===== config.mk =====
export PLATFORM = sky130hd
export DESIGN_NAME = image_audio_merger
export DESIGN_NICKNAME = d
export VERILOG_FILES = /design/src/rtl/image_audio_merger.sv
export SDC_FILE = /design/constraint.sdc
export NUM_CORES = 1
export LEC_CHECK = 0
export ABC_AREA = 0
export BUFFER_PORTS_ARGS = -buffer_cell sky130_fd_sc_hd__buf_2
export CORE_MARGIN = 3
export CORE_UTILIZATION = 55
export DETAILED_ROUTE_END_ITERATION = 10
export HOLD_SLACK_MARGIN = 0.02
export PLACE_DENSITY_LB_ADDON = 0.25
export RECOVER_POWER = 100
export SYNTH_ARGS = -nofsm -noshare
export SYNTH_HDL_FRONTEND = slang
export SYNTH_SLANG_ARGS = --single-unit

===== constraint.sdc =====
create_clock -name clk -period 1.9 [get_ports clk]
set_input_delay 0.095 -clock clk [delete_from_list [all_inputs] [get_ports clk]]
set_output_delay 0.095 -clock clk [all_outputs]
set_load 0.005 [all_outputs]

===== src/rtl/image_audio_merger.sv =====
// image_audio_merger
//
// Transmit-side payload assembler. Packs a pixel stream (tagged with a 24-bit
// frame address) and an optional buffered audio stream into fixed-format
// packets, emitted as a contiguous dibit stream to eth_packer.
//
// Packet layout (each byte sent LSB dibit first):
//   3 address bytes (MSB byte first), PIXELS_PER_PACKET pixel bytes,
//   then AUDIO_PER_PACKET audio bytes (audio build only).
//
// Build option:
//   IMAGE_AUDIO_MERGER_AUDIO_EN  defined   -> audio FIFO and AUDIO segment present
//                                undefined -> no FIFO, audio_ready tied low,
//                                             PIXEL segment goes straight to GAP
//
// Ports:
//   clk          in   system clock
//   rst          in   synchronous active-high reset
//   pixel_axiiv  in   pixel byte valid
//   pixel_axiid  in   pixel byte
//   pixel_addr   in   frame address, sampled on the first pixel of a packet
//   pixel_ready  out  pixel accepted this cycle
//   audio_axiiv  in   audio byte valid
//   audio_axiid  in   audio byte
//   audio_ready  out  audio FIFO not full
//   stall        in   eth_packer busy; only blocks packet start
//   axiov        out  dibit valid
//   axiod        out  dibit
//   underrun     out  pulse when a missing pixel byte is replaced by 0x00

module image_audio_merger #(
    parameter int PIXELS_PER_PACKET = 256,
    parameter int AUDIO_PER_PACKET  = 16,
    parameter int AUDIO_FIFO_DEPTH  = 64,
    parameter int GAP_CYCLES        = 2
) (
    input  logic        clk,
    input  logic        rst,
    input  logic        pixel_axiiv,
    input  logic [7:0]  pixel_axiid,
    input  logic [23:0] pixel_addr,
    output logic        pixel_ready,
    input  logic        audio_axiiv,
    input  logic [7:0]  audio_axiid,
    output logic        audio_ready,
    input  logic        stall,
    output logic        axiov,
    output logic [1:0]  axiod,
    output logic        underrun
);

    localparam int PW = $clog2(PIXELS_PER_PACKET + 1);
    localparam int GW = (GAP_CYCLES > 1) ? $clog2(GAP_CYCLES) : 1;
    localparam logic [PW-1:0] PIX_LAST = PW'(PIXELS_PER_PACKET);
    localparam logic [GW-1:0] GAP_LAST = GW'(GAP_CYCLES - 1);

    localparam logic [2:0] S_IDLE  = 3'd0;
    localparam logic [2:0] S_ADDR  = 3'd1;
    localparam logic [2:0] S_PIXEL = 3'd2;
`ifdef IMAGE_AUDIO_MERGER_AUDIO_EN
    localparam logic [2:0] S_AUDIO = 3'd3;
`endif
    localparam logic [2:0] S_GAP   = 3'd4;

    logic [2:0]    state;
    logic [1:0]    dib_idx;      // index of the dibit currently on axiod
    logic [1:0]    addr_idx;     // address byte currently being sent
    logic [15:0]   addr_lo;      // the two address bytes still to send
    logic [7:0]    pix_hold;     // first pixel, held while the header goes out
    logic [5:0]    tx_rest;      // remaining upper dibits of the byte in flight
    logic [PW-1:0] pix_cnt;
    logic [GW-1:0] gap_cnt;

    logic          last_dib;
    logic          pix_xfer;
    logic [7:0]    pix_byte;
    logic [7:0]    next_addr_byte;
    logic [1:0]    shift_dibit;

    assign last_dib = (dib_idx == 2'd3);

    // NOTE: every signal written in an always_comb gets a default first, so no
    // path through the block can leave it unassigned and infer a latch.
    always_comb begin
        pixel_ready = 1'b0;
        if (!rst) begin
            if (state == S_IDLE)
                pixel_ready = !stall;
            else if (state == S_PIXEL)
                pixel_ready = last_dib && (pix_cnt < PIX_LAST);
        end
    end

    assign pix_xfer = pixel_ready && pixel_axiiv;
    // A PIXEL-state ready slot with no valid pixel is filled with zero.
    assign underrun = pixel_ready && (state == S_PIXEL) && !pixel_axiiv;
    assign pix_byte = pixel_axiiv ? pixel_axiid : 8'h00;

    always_comb begin
        next_addr_byte = addr_lo[7:0];
        if (addr_idx == 2'd0)
            next_addr_byte = addr_lo[15:8];
    end

    always_comb begin
        shift_dibit = tx_rest[5:4];
        case (dib_idx)
            2'd0:    shift_dibit = tx_rest[1:0];
            2'd1:    shift_dibit = tx_rest[3:2];
            default: shift_dibit = tx_rest[5:4];
        endcase
    end

`ifdef IMAGE_AUDIO_MERGER_AUDIO_EN
    localparam int AW  = (AUDIO_FIFO_DEPTH > 1) ? $clog2(AUDIO_FIFO_DEPTH) : 1;
    localparam int AUW = $clog2(AUDIO_PER_PACKET + 1);
    localparam logic [AUW-1:0] AUD_LAST  = AUW'(AUDIO_PER_PACKET);
    localparam logic [AW:0]    FILL_FULL = (AW + 1)'(AUDIO_FIFO_DEPTH);

    logic [7:0]     fifo_mem [2**AW];
    logic [AW:0]    wr_ptr;
    logic [AW:0]    rd_ptr;
    logic [AW:0]    fill;
    logic           fifo_empty;
    logic           fifo_full;
    logic           audio_wr;
    logic           audio_pop;
    logic [7:0]     audio_byte;
    logic [AUW-1:0] aud_cnt;

    // Extra pointer bit distinguishes full from empty; pointers wrap freely.
    assign fill       = wr_ptr - rd_ptr;
    assign fifo_empty = (wr_ptr == rd_ptr);
    assign fifo_full  = (fill == FILL_FULL);
    assign audio_ready = !rst && !fifo_full;
    assign audio_wr    = audio_axiiv && audio_ready;

    // A byte is popped when the AUDIO segment begins and at each following
    // byte boundary inside it; an empty FIFO yields zero padding.
    assign audio_pop  = !fifo_empty &&
                        (((state == S_PIXEL) && last_dib && (pix_cnt == PIX_LAST)) ||
                         ((state == S_AUDIO) && last_dib && (aud_cnt < AUD_LAST)));
    assign audio_byte = fifo_empty ? 8'h00 : fifo_mem[rd_ptr[AW-1:0]];

    // NOTE: the storage array has no reset; emptiness is defined purely by the
    // pointers, so clearing them is enough and the array maps onto plain RAM.
    always_ff @(posedge clk) begin
        if (audio_wr)
            fifo_mem[wr_ptr[AW-1:0]] <= audio_axiid;
    end

    always_ff @(posedge clk) begin
        if (rst) begin
            wr_ptr <= '0;
            rd_ptr <= '0;
        end else begin
            if (audio_wr)
                wr_ptr <= wr_ptr + 1'b1;
            if (audio_pop)
                rd_ptr <= rd_ptr + 1'b1;
        end
    end
`else
    assign audio_ready = 1'b0;
    wire unused_audio = &{1'b0, audio_axiiv, audio_axiid};
`endif

    // NOTE: sequential state uses non-blocking assignments so every register
    // samples the pre-edge values, independent of statement order.
    always_ff @(posedge clk) begin
        if (rst) begin
            state    <= S_IDLE;
            dib_idx  <= 2'd0;
            addr_idx <= 2'd0;
            addr_lo  <= 16'h0000;
            pix_hold <= 8'h00;
            tx_rest  <= 6'h00;
            pix_cnt  <= '0;
            gap_cnt  <= '0;
            axiov    <= 1'b0;
            axiod    <= 2'b00;
`ifdef IMAGE_AUDIO_MERGER_AUDIO_EN
            aud_cnt  <= '0;
`endif
        end else begin
            case (state)
                S_IDLE: begin
                    if (pix_xfer) begin
                        // First header dibit goes out on the very next cycle.
                        addr_lo  <= pixel_addr[15:0];
                        pix_hold <= pixel_axiid;
                        pix_cnt  <= PW'(1);
                        addr_idx <= 2'd0;
                        dib_idx  <= 2'd0;
                        axiov    <= 1'b1;
                        axiod    <= pixel_addr[17:16];
                        tx_rest  <= pixel_addr[23:18];
                        state    <= S_ADDR;
                    end
                end

                S_ADDR: begin
                    if (!last_dib) begin
                        dib_idx <= dib_idx + 1'b1;
                        axiod   <= shift_dibit;
                    end else if (addr_idx != 2'd2) begin
                        addr_idx <= addr_idx + 1'b1;
                        dib_idx  <= 2'd0;
                        axiod    <= next_addr_byte[1:0];
                        tx_rest  <= next_addr_byte[7:2];
                    end else begin
                        dib_idx <= 2'd0;
                        axiod   <= pix_hold[1:0];
                        tx_rest <= pix_hold[7:2];
                        state   <= S_PIXEL;
                    end
                end

                S_PIXEL: begin
                    if (!last_dib) begin
                        dib_idx <= dib_idx + 1'b1;
                        axiod   <= shift_dibit;
                    end else if (pix_cnt < PIX_LAST) begin
                        // pixel_ready is high here: take the byte or pad it.
                        pix_cnt <= pix_cnt + 1'b1;
                        dib_idx <= 2'd0;
                        axiod   <= pix_byte[1:0];
                        tx_rest <= pix_byte[7:2];
                    end else begin
`ifdef IMAGE_AUDIO_MERGER_AUDIO_EN
                        aud_cnt <= AUW'(1);
                        dib_idx <= 2'd0;
                        axiod   <= audio_byte[1:0];
                        tx_rest <= audio_byte[7:2];
                        state   <= S_AUDIO;
`else
                        axiov   <= 1'b0;
                        axiod   <= 2'b00;
                        gap_cnt <= '0;
                        state   <= S_GAP;
`endif
                    end
                end

`ifdef IMAGE_AUDIO_MERGER_AUDIO_EN
                S_AUDIO: begin
                    if (!last_dib) begin
                        dib_idx <= dib_idx + 1'b1;
                        axiod   <= shift_dibit;
                    end else if (aud_cnt < AUD_LAST) begin
                        aud_cnt <= aud_cnt + 1'b1;
                        dib_idx <= 2'd0;
                        axiod   <= audio_byte[1:0];
                        tx_rest <= audio_byte[7:2];
                    end else begin
                        axiov   <= 1'b0;
                        axiod   <= 2'b00;
                        gap_cnt <= '0;
                        state   <= S_GAP;
                    end
                end
`endif

                S_GAP: begin
                    if (gap_cnt == GAP_LAST)
                        state <= S_IDLE;
                    else
                        gap_cnt <= gap_cnt + 1'b1;
                end

                default: state <= S_IDLE;
            endcase
        end
    end

endmodule


Word-level counts from Yosys, hierarchy flattened
Cells that the tools add are included. Widths: inputs -> output; s select.

Flip-flop bits (word level): 50. Latch bits: 0. Bits of input ports: 45. Memory bits (read-only): 0. RAM bits: 0. Memories kept: 0. Output and inout port bits: 6. Logic and storage cells: 95.

Reduce and logical (&&, ||, !) cells: 22. Div/mod/pow operators: 0. Bitwise operators: 0. Add/subtract/negate cells: 4. $lt $le $gt $ge: 1. Shifts and indexed selects: 0. Multiplexer cells: 43. Multipliers: 0. Equal/unequal tests: 15.

Operator list (count): $mux 6 (5); $mux 9 (3); $mux 2 (11); $mux 3 (6); $pmux 6 s3 (1); $pmux 9 s2 (1); $mux 8 (2); $ne 2x2->1 const B (8); $pmux 2 s3 (2); $pmux 3 s4 (1); $reduce_and 4->1 (3); $add 9x1->9 const B (1); $lt 9x9->1 const B (1); $pmux 2 s2 (2); $mux 1 (7); $reduce_and 3->1 (2); $reduce_and 6->1 (1); $reduce_bool 2->1 (3); $reduce_and 5->1 (1); $add 2x1->2 const B (2); $logic_and 1x1->1 (4); $logic_not 2->1 (2); $pmux 1 s2 (2); $reduce_and 2->1 (2); other kinds (11) (12).

Logic depth before layout (Yosys ltp)
Gate-level depths: netlist of run 1.

Depth in word-level cells: 8. Gate-level depth with buffers: 8.

Worst setup path after synthesis of run 1
Ideal clock, no wire load.

Path type: register to register. Start: reg addr_idx[0]. End: reg axiod[1]. Period minus slack after synthesis: 1.696 ns. Cell stages (with the launch flop): 8. Slack: 0.204 ns. Data required time: 1.830 ns. Path buffers: 1. Library setup time: 0.070 ns. Data arrival time: 1.626 ns. Path through: dfxtp_1 -> inv_1 -> ha_1 -> clkbuf_1 -> or4b_2 -> o22ai_1 -> o2bb2ai_1 -> a21oi_1.

Longest elaborated chain between the ends: 5. Elaborated cells between the ends (all ways): 6. Those cells by class: eq/ne: 1; mux: 4; reduce/logical: 1.

RTL lines: start, declared (RTL line 67) `logic [1:0] addr_idx;`; start signal, assigned (RTL line 207) `addr_idx <= addr_idx + 1'b1;`; $logic_not 2->1 (RTL line 101) `if (addr_idx == 2'd0)`; $mux 8 (RTL line 101); $mux 2 * (RTL line 206) `end else if (addr_idx != 2'd2) begin`; $mux 2 * (RTL line 203) `if (!last_dib) begin`; $pmux 2 s3 * (RTL line 186) `case (state)`; end signal, assigned (RTL line 205) `axiod <= shift_dibit;`; end signal, assigned (RTL line 209) `axiod <= next_addr_byte[1:0];`; end signal, assigned (RTL line 213) `axiod <= pix_hold[1:0];`; end, declared (RTL line 48) `output logic [1:0] axiod,`.

Every way passes the cells marked *; elsewhere a longest branch is shown, timed or not. A chain may end at the register's enable or synchronous reset.

Worst setup path after layout of run 1
Start: reg addr_idx[0]. End: reg axiod[0].

Same word-level chain as after synthesis.

==> results of run 1 <==
==> registers in the layout, summed over array words and instances, names as in the netlist <==
signal / count
addr_lo: 16
pix_cnt: 9
pix_hold: 8
tx_rest: 6
state: 3
addr_idx: 2
axiod: 2
dib_idx: 2
axiov: 1
gap_cnt: 1
==> routing by layer <==
layer,global-route usage (%),part of all wire (%),vias to the layer above
met1,33.9,44,1213
met2,39.6,49,101
met5,0,0,-
li1,-,-,1314
met3,4.14,5.9,6
met4,7.57,0.95,0
==> final timing paths <==
kind | startpoint | to | slack [ns]
worst max-delay path | addr_idx[0] | axiod[0] | 0.05
worst min register to register | pix_hold[1] | pix_hold[1] | 0.46
worst min-delay path | pixel_addr[9] | addr_lo[9] | 0.02
worst max register to register | addr_idx[0] | axiod[0] | 0.05
==> synth_stat cells, types with 5 or more instances <==
master | count | share of area, %
mux2i_1 | 9 | 3.4
nand2_1 | 68 | 9.7
nand3b_1 | 10 | 2.8
nor3b_1 | 5 | 1.4
nand3_1 | 6 | 1.1
inv_1 | 9 | 1.3
o21ai_0 | 20 | 3.8
dfxtp_1 | 50 | 38
a21oi_1 | 46 | 8.7
ha_1 | 6 | 2.8
clkbuf_1 | 17 | 2.4
nor2_1 | 17 | 2.4
a31oi_1 | 5 | 1.2
==> through the flow <==
stage | cell area [um2] | setup WS, ns | hold slack (ns)
5_1_grt | 3220 | -0.0452 | 0.0229
6_report | 3220 | 0.0508 | 0.0243
2_1_floorplan | 2640 | 0.204 | 0.231
4_1_cts | 3180 | 0.00690 | 0.0206
3_5_place_dp | 3000 | 0.0813 | 0.343
3_3_place_gp | 3000 | 0.164 | 0.336
==> cell families (layout without fill, tap and decap cells) <==
family	Yosys count	in the layout	synth area share, %
and+or+nand+nor	138	138	26.4
AOI/OAI and AO/OA	104	104	23.8
DFF	50	50	37.9
buffers and inverters	33	84	5.02
muxes	10	10	3.84
adders and majority gates	6	6	2.84
other	1	1	0.142
==> worst register-to-register path: cells and delay by family, from the launching register on <==
| kind | cells | cell delay (ns) |
|---|---|---|
| buf+inv | 1 | 0.07 |
| compound gates | 3 | 0.46 |
| simple gates | 1 | 0.66 |
| fa+ha+maj | 1 | 0.24 |
| flops | 1 | 0.36 |
==> power groups by stage <==
stage	Clock [W]	Sequential, W	Combinational (W)
floorplan	0	0.00112	0.000145
global placement	0	0.00113	0.000237
detailed placement	0	0.00113	0.000240
CTS	0.000917	0.00110	0.000247
global route	0.000963	0.00111	0.000281
finish	0.000901	0.00111	0.000251
==> final cells by class <==
class	count	area, um2
Tap cell	52	65.1
Sequential cell	50	1010
Clock inverter	2	60.1
Timing Repair Buffer	66	414
Fill cell	380	1290
Multi-Input combinational cell	259	1550
Inverter	10	37.5
Clock buffer	6	82.6
==> timing repair <==
| action | CTS | global route |
|---|---|---|
| resized for setup | 3 | 8 |
| endpoints found under the hold margin | 3 | 1 |
| endpoints found under the setup margin | 1 | 3 |
| pin swaps | 0 | 0 |
| setup buffers | 0 | 0 |
| hold buffers | 3 | 1 |
==> results by group, run 1 <==
Worst setup path
  – CP Capture Type: register
  – Crit-path max FO: 5
  – Worst EP required: between 2 and 2.5 ns
  – Crit-path slowest cell: or4b_2
  – WP data arrival: between 2 and 2.5 ns
  – Critical Path Start Type: register
  – Delay-heaviest family, CP: simple AND/OR/NAND/NOR gates
  – CP peak stage delay: ~0.66 ns
  – Worst-case reg-to-reg path depth: 6
  – CP cell instances: inv_1 -> ha_1 -> or4b_2 -> o22ai_1 -> o2bb2ai_1 -> a21oi_1
  – Setup Crit Path Kind: reg2reg
  – WP depth: 6
  – Worst Path Buf+Inv: 1

STA
  – Final setup viols: 0
  – Fmax: 541 MHz
  – Final hold violations: 0
  – Setup Skew: between 0.007 and 0.008 ns
  – Setup TNS: 0 ns
  – Tmin final: between 1.5 and 2 ns
  – Final Cycle Share: 97.3%
  – Max Slew Vio Count: 0

Global routing
  – GRT Util Overall: 24.6%
  – Vias in the first global route: approximately 2400
  – First-pass GRT wire length: 10.8 mm
  – Remaining global-route overflow: 0
  – Pin count of the biggest net entering global routing: 26
  – Initial antenna violation count: 0

Hold path
  – Worst min path class: in2reg
  – Worst hold stages: 3

Detailed routing
  – DR vias: about 2600
  – Routed Antenna Nets: 0
  – Vias/cell: 5.92
  – DRC: 0
  – Drt first pass iters: 5
  – WL/cell: 14.9 um
  – Post-Route WL: 6.63 mm
  – First DRT Iteration DRCs: 199

Pwr
  – Switching pwr: 0.000497 W
  – Tot Pwr: roughly 0.0023 W
  – Combinational Power Share: around 11%
  – Worst VDD drop: approximately 0.59 mV
  – Leak Pwr: 1.26 nW
  – Clk pwr share: 39.9%
  – Seq pwr share: roughly half
  – Internal power: ~0.0018 W
  – P per Cell Area: roughly 700 mW/mm2
  – Sw Ratio: 22.0%

CTS
  – CTS tree: done
  – Worst skew pair latency: 0.30 ns
  – Root buffer cell: clkbuf_8
  – H-tree depth: 2
  – Worst-path clk slew: around 0.090 ns
  – Clk buf depth: 2
  – CTS Sinks: 50
  – Number of buffers created by CTS: 5

Floorplan
  – Initial Util: 58.6%
  – Row Count: 24
  – Die Ht: around 75 um
  – Core area: between 0.004 and 0.005 mm2
  – Die area: around 0.0057 mm2
  – Top-level port count: approximately 50
  – Die Span X: approximately 75 um

Yosys
  – Post-synth ARST share: 0%
  – #FFs+latches synth: 50
  – Register area share after synthesis: a little under two fifths
  – Main synth FF type: dfxtp_1
  – Gate Count Post-Synth: around 340
  – Syn nets: 393
  – Ys Warns: 0
  – Distinct cells, synth: 50
  – Mapped Area: between 0.002 and 0.003 mm2
  – Post-synth EDFFs: 0
  – Mapped Avg Cell Area: 7.72 um2

Finish
  – N_diodes: 0
  – Nets@finish: 443
  – Commonest non-fill, non-tap cell in the layout: nand2_1
  – Area growth from synthesis to layout: 21.8%
  – Core Util, Final: a little under three quarters
  – Most frequent cells in the layout: 68 x nand2_1, 46 x a21oi_1, 46 x dfxtp_1
  – Layout cells sized above 1: between 20% and 30%
  – Final std cells w/o fill: ~450

Placed design
  – Buffers on Ports: 40
  – GP Congestion: about 0.85
  – Placed insts: roughly 430
  – Post-DP HPWL: roughly 4.7 mm

Status
  – Status: finished clean

Run
  – Max-Cap Viols: 0
(Power assumes the default switching activity.)
==> run 2: changes to the inputs <==
--- a/config.mk
+++ b/config.mk
@@ -13,6 +13,7 @@
 export HOLD_SLACK_MARGIN = 0.02
 export PLACE_DENSITY_LB_ADDON = 0.25
 export RECOVER_POWER = 100
+export SETUP_SLACK_MARGIN = 0.4
 export SYNTH_ARGS = -nofsm -noshare
 export SYNTH_HDL_FRONTEND = slang
 export SYNTH_SLANG_ARGS = --single-unit
==> run 2 against run 1 <==
  * Clock-buffer cell count is 1 lower
  * First-iteration DRC count is 64% higher
  * Sequential share of layout area is 2.9 points lower
  * Setup slack better by 0.041 ns
  * Register-to-register slack better by 0.09 ns
  * Wire length is 23% higher
  * Total power is 3.6% lower
  * Critical path depth stayed put
  * Die area stayed put
  * Design area is 11% higher
  * Sequential power hardly changed
  * Critical path type is now reg2out
  * Critical endpoint is now underrun
  * Largest cell class unchanged
==> results by group, run 2 (synthesized netlist as in run 1, its figures left out) <==
Global routing
  – GRT Util Overall: 25.7% (was 24.6%)
  – Vias in the first global route: 2493 (was 2374)
  – Remaining global-route overflow: 0 (unchanged)
  – Initial antenna violation count: 0 (unchanged)
  – First-pass GRT wire length: 11.3 mm (was 10.8 mm)
  – Pin count of the biggest net entering global routing: 27 (was 26)

STA
  – Setup Skew: 0.00971 ns (was 0.00737 ns)
  – Fmax: 553 MHz (was 541 MHz)
  – Final hold violations: 0 (unchanged)
  – Max Slew Vio Count: 0 (unchanged)
  – Setup TNS: 0 ns (unchanged)
  – Unrepaired setup endpoints after global routing: true
  – Worst rel slew slack: about 66%
  – Hold slack: 0.0238 ns (was 0.0243 ns)
  – Final Cycle Share: 95.2% (was 97.3%)
  – Tmin final: 1.81 ns (was 1.85 ns)
  – Final setup viols: 0 (unchanged)
  – Fin worst setup slack: 0.0919 ns (was 0.0508 ns)
  – Least-Margin Pin Slew: about 0.50 ns

Worst setup path
  – WP data arrival: 1.71 ns (was 2.09 ns)
  – Worst-case reg-to-reg path depth: 4 (was 6)
  – Worst Path Buf+Inv: 1 (unchanged)
  – Crit-path slowest cell: dfxtp_1 (was or4b_2)
  – CP cell instances: ha_4 -> nand3b_1 -> o21a_1 -> nor3_2 -> nor3b_2 -> buf_2 (was inv_1 -> ha_1 -> or4b_2 -> o22ai_1 -> o2bb2ai_1 -> a21oi_1)
  – R2R Setup Slk: 0.14 ns (was 0.05 ns)
  – Crit-path max FO: 2 (was 5)
  – Critical Path Start Type: register (unchanged)
  – Setup Crit Path Kind: reg2out (was reg2reg)
  – CP peak stage delay: 0.38 ns (was 0.66 ns)
  – Reg-to-Reg Start: state[1] (was addr_idx[0])
  – Delay-heaviest family, CP: simple AND/OR/NAND/NOR gates (unchanged)
  – R2R Path End: pix_cnt[8] (was axiod[0])
  – CP Capture Type: primary output (was register)
  – Worst EP required: 1.80 ns (was 2.14 ns)

CTS
  – Worst-path clk slew: 0.10 ns (was 0.09 ns)
  – Root buffer cell: clkbuf_8 (unchanged)
  – CTS tree: done (unchanged)
  – CTS Sinks: 50 (unchanged)
  – Worst skew pair latency: 0.31 ns (was 0.30 ns)
  – Clk buf depth: 2 (unchanged)
  – Number of buffers created by CTS: 5 (unchanged)
  – H-tree depth: 2 (unchanged)

Detailed routing
  – Post-Route WL: 8.18 mm (was 6.63 mm)
  – WL/cell: 17.7 um (was 14.9 um)
  – Routed Antenna Nets: 0 (unchanged)
  – DR vias: 2913 (was 2634)
  – First DRT Iteration DRCs: 326 (was 199)
  – Vias/cell: 6.32 (was 5.92)
  – DRC: 0 (unchanged)
  – Drt first pass iters: 5 (unchanged)

Run
  – Max-Cap Viols: 0 (unchanged)

Placed design
  – Post-DP HPWL: 4.65 mm (was 4.69 mm)
  – Worst slack, placed: 0.154 ns (was 0.0813 ns)
  – GP Congestion: 0.826 (was 0.849)
  – Buffers on Ports: 40 (unchanged)
  – Dpl cell area: 0.00298 mm2 (was 0.00300 mm2)

Floorplan
  – Initial Util: 58.6% (unchanged)
  – Row Count: 24 (unchanged)
  – Top-level port count: 51 (unchanged)
  – Core area: 0.00450 mm2 (unchanged)
  – Die area: 0.00567 mm2 (unchanged)
  – Die Span X: 75.3 um (unchanged)
  – Die Ht: 75.3 um (unchanged)

Finish
  – Area growth from synthesis to layout: 35.3% (was 21.8%)
  – Max reg flops: 16 (unchanged)
  – Commonest non-fill, non-tap cell in the layout: nand2_1 (unchanged)
  – Nets@finish: 459 (was 443)
  – Reg with most FFs: addr_lo (unchanged)
  – N_diodes: 0 (unchanged)
  – Regs by FF count: addr_lo: 16 flops, pix_cnt: 9 flops, pix_hold: 8 flops (unchanged)
  – Core Util, Final: 79.3% (was 71.4%)
  – Layout cells sized above 1: 34.5% (was 22.1%)
  – Post-route cell area: 0.00357 mm2 (was 0.00322 mm2)
  – Most frequent cells in the layout: 67 x nand2_1, 43 x dfxtp_1, 40 x a21oi_1 (was 68 x nand2_1, 46 x a21oi_1, 46 x dfxtp_1)

Pwr
  – Worst VDD drop: 0.460 mV (was 0.594 mV)
  – P per Cell Area: 609 mW/mm2 (was 702 mW/mm2)
  – Leak Pwr: 1.35 nW (was 1.26 nW)

Hold path
  – Hold Path Sink: addr_lo[9] (unchanged)
  – Min-delay src: pixel_addr[9] (unchanged)
  – Worst min path class: in2reg (unchanged)
  – Worst hold stages: 3 (unchanged)

Status
  – Status: finished clean (unchanged)
## run 2: cell count changes in the layout (fill, tap and decap cells not counted), moves of 5 or more
| cell | before | now |
|---|---|---|
| o21ai_0 | 20 | 12 |
| mux2i_1 | 9 | 2 |
| mux2i_2 | 0 | 7 |
| a21oi_1 | 46 | 40 |
| a21oi_2 | 0 | 6 |
| buf_6 | 0 | 6 |
| o21ai_1 | 0 | 5 |
## run 2: how the worst max path moves through the flow
stage / from / to / slack, ns / cells after the start
after CTS: state[1] / pix_cnt[8] / 0.29 / 4
after detailed placement: dib_idx[0] / tx_rest[2] / 0.15 / 6
after floorplan: state[0] / axiod[0] / 0.36 / 6
after global placement: dib_idx[0] / tx_rest[0] / 0.20 / 6
after global routing: dib_idx[0] / underrun / 0.02 / 6
final: dib_idx[0] / underrun / 0.09 / 6
## run 2: final cells by class
type / instances / area (um2)
well taps: 52 / 65.1
clock inverters: 3 / 43.8
multi-input cells: 259 / 1780
fillers: 305 / 933
inverters: 10 / 40.0
clock buffers: 5 / 68.8
flip-flops and latches: 50 / 1010
repair buffers: 82 / 558
## run 2: worst reg2reg max path: cells and delay by family, from the launching register on
kind               cells  cell delay [ns]
AOI/OAI and AO/OA      2             0.41
and+or+nand+nor        2             0.91
DFF                    1             0.39
## run 2: what timing repair did
item                                    in CTS  in global routing
cloned                                       0                  1
endpoints found under the setup margin      22                 45
endpoints found under the hold margin        7                  0
pin swaps                                   10                 17
setup buffers                               10                  8
hold buffers                                 7                  0
resized for setup                           49                 44
## run 2: where the power goes
part / leakage [nW] / internal [W] / switching [W]
clock: 0.0585 / 0.000395 / 0.000372
sequential: 0.410 / 0.00108 / 0.0000256
combinational: 0.883 / 0.000143 / 0.000158
## run 2: per-layer routing
layer / vias to the layer above / wire [um] / GRT usage, %
met5: - / 0 / 0
met4: 0 / 259 / 6.60
met3: 34 / 577 / 4.01
met2: 154 / 4010 / 44.3
met1: 1366 / 3330 / 33.4
li1: 1359 / - / -
## run 2: stage by stage
stage | std cells | power [W]
after global routing | 461 | 0.00225
final | 461 | 0.00218
after CTS | 452 | 0.00215
after global placement | 427 | 0.00136
after floorplan | 342 | 0.00127
after detailed placement | 427 | 0.00137
